===== src/rtl/mips_reg_file.sv =====
// mips_reg_file: 2^ADDR_W x DATA_W register file, two combinational reads, one clocked write, r0 hardwired to zero
module mips_reg_file #(
  parameter int DATA_W = 32,
  parameter int ADDR_W = 5
) (
  input  logic              clk,
  input  logic              reset,
  input  logic              reg_write,
  input  logic [ADDR_W-1:0] write_reg,
  input  logic [DATA_W-1:0] write_data,
  input  logic [ADDR_W-1:0] read_reg1,
  input  logic [ADDR_W-1:0] read_reg2,
  output logic [DATA_W-1:0] read_data1,
  output logic [DATA_W-1:0] read_data2
);
  localparam int N = 1 << ADDR_W;
  logic [N-1:0][DATA_W-1:0] regs;
  logic [N-1:0] we;
  // one-hot write enable, gated so an idle write port with X address cannot leak; bit 0 never set
  always_comb we = reg_write ? ((N'(1) << write_reg) & ~N'(1)) : '0;
  // async clear of every register, otherwise commit write_data to the enabled register
  always_ff @(posedge clk or posedge reset)
    if (reset) regs <= '0;
    else for (int i = 0; i < N; i++) if (we[i]) regs[i] <= write_data;
  assign read_data1 = (read_reg1 == '0) ? '0 : regs[read_reg1];
  assign read_data2 = (read_reg2 == '0) ? '0 : regs[read_reg2];
endmodule


===== config.mk =====
export PLATFORM = sky130hd
export DESIGN_NAME = mips_reg_file
export DESIGN_NICKNAME = d
export VERILOG_FILES = /design/src/rtl/mips_reg_file.sv
export SDC_FILE = /design/constraint.sdc
export NUM_CORES = 2
export LEC_CHECK = 0
export CAP_MARGIN = 10
export CORE_AREA = 2 2 475 288
export CTS_CLUSTER_SIZE = 16
export DETAILED_ROUTE_END_ITERATION = 10
export DIE_AREA = 0 0 477 290
export SLEW_MARGIN = 10
export SYNTH_ARGS = -nofsm -noshare
export SYNTH_HDL_FRONTEND = slang
export SYNTH_SLANG_ARGS = --single-unit

===== constraint.sdc =====
create_clock -name clk -period 69.1 [get_ports clk]
set_input_delay 17.275 -clock clk [delete_from_list [all_inputs] [get_ports clk]]
set_output_delay 17.275 -clock clk [all_outputs]
set_load 0.01 [all_outputs]

==> flow_summary.json <==
{
  "max_cap_violations": 0,
  "nFillCells": 12000,
  "syn_area_per_cell_um2": 15.1,
  "worst_ep_required_ns": 51.83,
  "worst_setup_hold_path_clk_slew_ns": 0.06,
  "overflow": 0,
  "synth.net_count": 3588,
  "holdBufCountCts": 0,
  "final_design_area_no_fill_um2": 59100,
  "finalHoldViolCount": 0,
  "cts-htree-levels": 3,
  "fin_skew_ns": 0,
  "cts_root_buffer": "sky130_fd_sc_hd__clkbuf_16",
  "netlist_area_um2": 53400,
  "flow.area_growth_from_synthesis_pct": 10.8,
  "grt_setup_unrepaired": "false",
  "multiInputGateArea_um2": 27100,
  "leakage_uw": 0.0250,
  "ys_ff_latch": 992,
  "cp.arrival_ns": 21.24,
  "final_nets": 3475,
  "drt-vias-per-instance": 6.25,
  "first_iter_violations": 3140,
  "post_cts_buffers": 0,
  "floorplan.die.width_um": 477,
  "detailed_route_wire_length_mm": 169,
  "fin_cells": 5306,
  "clock_path_buffers": 3,
  "dp_cells": 5127,
  "grt_usage_pct": 24.4,
  "finalSetupViolations": 0,
  "power.density_nw_per_um2": 28.8,
  "setup-tns-final_ns": 0,
  "finalCoreUtilization_pct": 44.2,
  "grt_start_max_net_pins": 166,
  "drcViolationCount": 0,
  "ys_warn_count": 0,
  "critical_path.max_fanout": 102,
  "synth_top_flop_cell": "sky130_fd_sc_hd__dfrtp_1",
  "cts-resized-gates": 0,
  "tritoncts_clock_tree": "built",
  "numClockSinks": 992,
  "drt-pass1-iter-count": 7,
  "port_buffers": 113,
  "post_drt_wl_per_cell_um": 31.8,
  "cts_made_buffers": 98,
  "num_io_pins": 114,
  "async_reset_ff_share_pct": 100,
  "dr_total_vias": 33200,
  "core-area_um2": 134000,
  "seq_area_um2": 24800,
  "finalWorstPathRequiredPeriod_ns": 38.52,
  "die_outline_area_um2": 138000,
  "outcome": "finished, final reports clean",
  "final_layout_size_suffix_gt1_share_pct": 52.6,
  "min_period_over_period_pct": 55.7,
  "floorplan.initialDensity_pct": 39.9,
  "antenna_violations_before_repair": 5,
  "top_register": "regs",
  "dpl_worst_slack_ns": 30.49,
  "largest_register_ffs": 992,
  "grt_pass1_wl_mm": 249,
  "floorplan.die.height_um": 290,
  "post_synth_inst_count": 3538,
  "min-delay-path-class": "flop to flop",
  "synth_edf_count": 0,
  "max_freq_ghz": 0.0260,
  "final-max-slew-violation-count": 0,
  "clk-insertion-delay-late_ns": 0.71,
  "number_of_rows_created_at_floorplan": 104,
  "globalplace.congestion": 0.769,
  "reg_top3": "regs (992)",
  "crit_type": "input port to primary output",
  "worst_setup_path_start_kind": "input port",
  "worst_slack_ns": 30.58,
  "worstMarginPinSlew_ns": 1.28,
  "first_global_vias": 33700,
  "antenna_violating_nets_post_route": 0,
  "slew_headroom_pct": 14.5,
  "synth_sequential_area_ratio_pct": 46.5,
  "detailed_place.area_um2": 55900,
  "endpoint_kind": "primary output",
  "yosysUniqueCellTypes": 43,
  "vdd.ir_drop.worst_mv": 0.0183,
  "detailed_place_hpwl_mm": 89.4
}
through the flow:
step | power (µW) | hold slack (ns)
floorplan | 1050 | 0.489
global placement | 1140 | 0.503
detailed placement | 1150 | 0.509
CTS | 1710 | 0.524
global route | 1780 | 0.529
finish | 1700 | 0.523
worst max-delay path: stages:
cell and delay (ns):
sky130_fd_sc_hd__buf_8 0.42, sky130_fd_sc_hd__buf_4 0.78, sky130_fd_sc_hd__buf_12 0.72, sky130_fd_sc_hd__mux4_2 0.61, sky130_fd_sc_hd__mux2i_1 0.33, sky130_fd_sc_hd__o32ai_1 0.23
sky130_fd_sc_hd__a21o_1 0.25, sky130_fd_sc_hd__clkdlybuf4s50_1 0.49
layout by cell type (no fill, tap or decap), drive strengths merged, types with 14 or more instances in the layout:
cell type / instances
a21oi: 43
nor2: 25
mux2: 1128
nor3: 35
nand2: 63
nand2b: 17
clkbuf: 150
buf: 67
inv: 14
clkdlybuf4s50: 103
clkinv: 18
o21ai: 33
o211ai: 32
dfrtp: 992
nor2b: 70
mux4: 454
mux2i: 88
a221oi: 57
final cells by class:
| cell class | count | area share (%) |
|---|---|---|
| Sequential cell | 992 | 42.0 |
| Clock inverter | 26 | 0.540 |
| Inverter | 10 | 0.0762 |
| Tap cell | 1802 | 3.81 |
| Multi-Input combinational cell | 2153 | 45.8 |
| Clock buffer | 150 | 4.94 |
| Antenna cell | 3 | 0.0127 |
| Timing Repair Buffer | 170 | 2.83 |
synthesized netlist by cell type (33+ instances only):
cell type,instances,area [µm²]
sky130_fd_sc_hd__mux2_2,1128,12700
sky130_fd_sc_hd__a21oi_1,43,215
sky130_fd_sc_hd__dfrtp_1,992,24800
sky130_fd_sc_hd__o21ai_0,33,165
sky130_fd_sc_hd__clkbuf_1,207,777
sky130_fd_sc_hd__nand2_1,63,236
sky130_fd_sc_hd__nor3_1,35,175
sky130_fd_sc_hd__buf_1,60,225
sky130_fd_sc_hd__a221oi_1,57,499
sky130_fd_sc_hd__mux2i_1,88,881
sky130_fd_sc_hd__nor2b_1,70,438
sky130_fd_sc_hd__buf_2,81,405
sky130_fd_sc_hd__mux4_2,454,10200
metal layers:
layer	wire (µm)	share of wire [%]	track usage (%)
met2	75800	45	36.7
met4	3660	2.2	5.37
met1	76900	46	35.9
met5	12	0.0071	0
met3	12300	7.3	5.51
power by group:
group	leakage (µW)	switching, µW	internal, µW
clock network	0.00160	247	307
registers	0.0127	86.8	695
logic	0.0107	139	226
total	0.0250	473	1230
logic make-up after synthesis:
group	share of synthesized area, %
DFF	46.5
buffers and inverters	3.24
muxes	44.6
AOI/OAI and AO/OA	3.38
and+or+nand+nor	2.25
path summary, 6_finish.rpt:
kind,from,endpoint,cells past startpoint,slack (ns)
worst max-delay path,read_reg2[0],read_data2[20],8,30.58
worst min-delay path,regs[835]$_DFFE_PP0P_,regs[835]$_DFFE_PP0P_,1,0.52
worst max register to register,regs[602]$_DFFE_PP0P_,regs[602]$_DFFE_PP0P_,1,68.27
worst min register to register,regs[835]$_DFFE_PP0P_,regs[835]$_DFFE_PP0P_,1,0.52
max in group asynchronous,reset,regs[324]$_DFFE_PP0P_,5,49.06
min in group asynchronous,reset,regs[1013]$_DFFE_PP0P_,2,17.06
(Power assumes the default switching activity.)
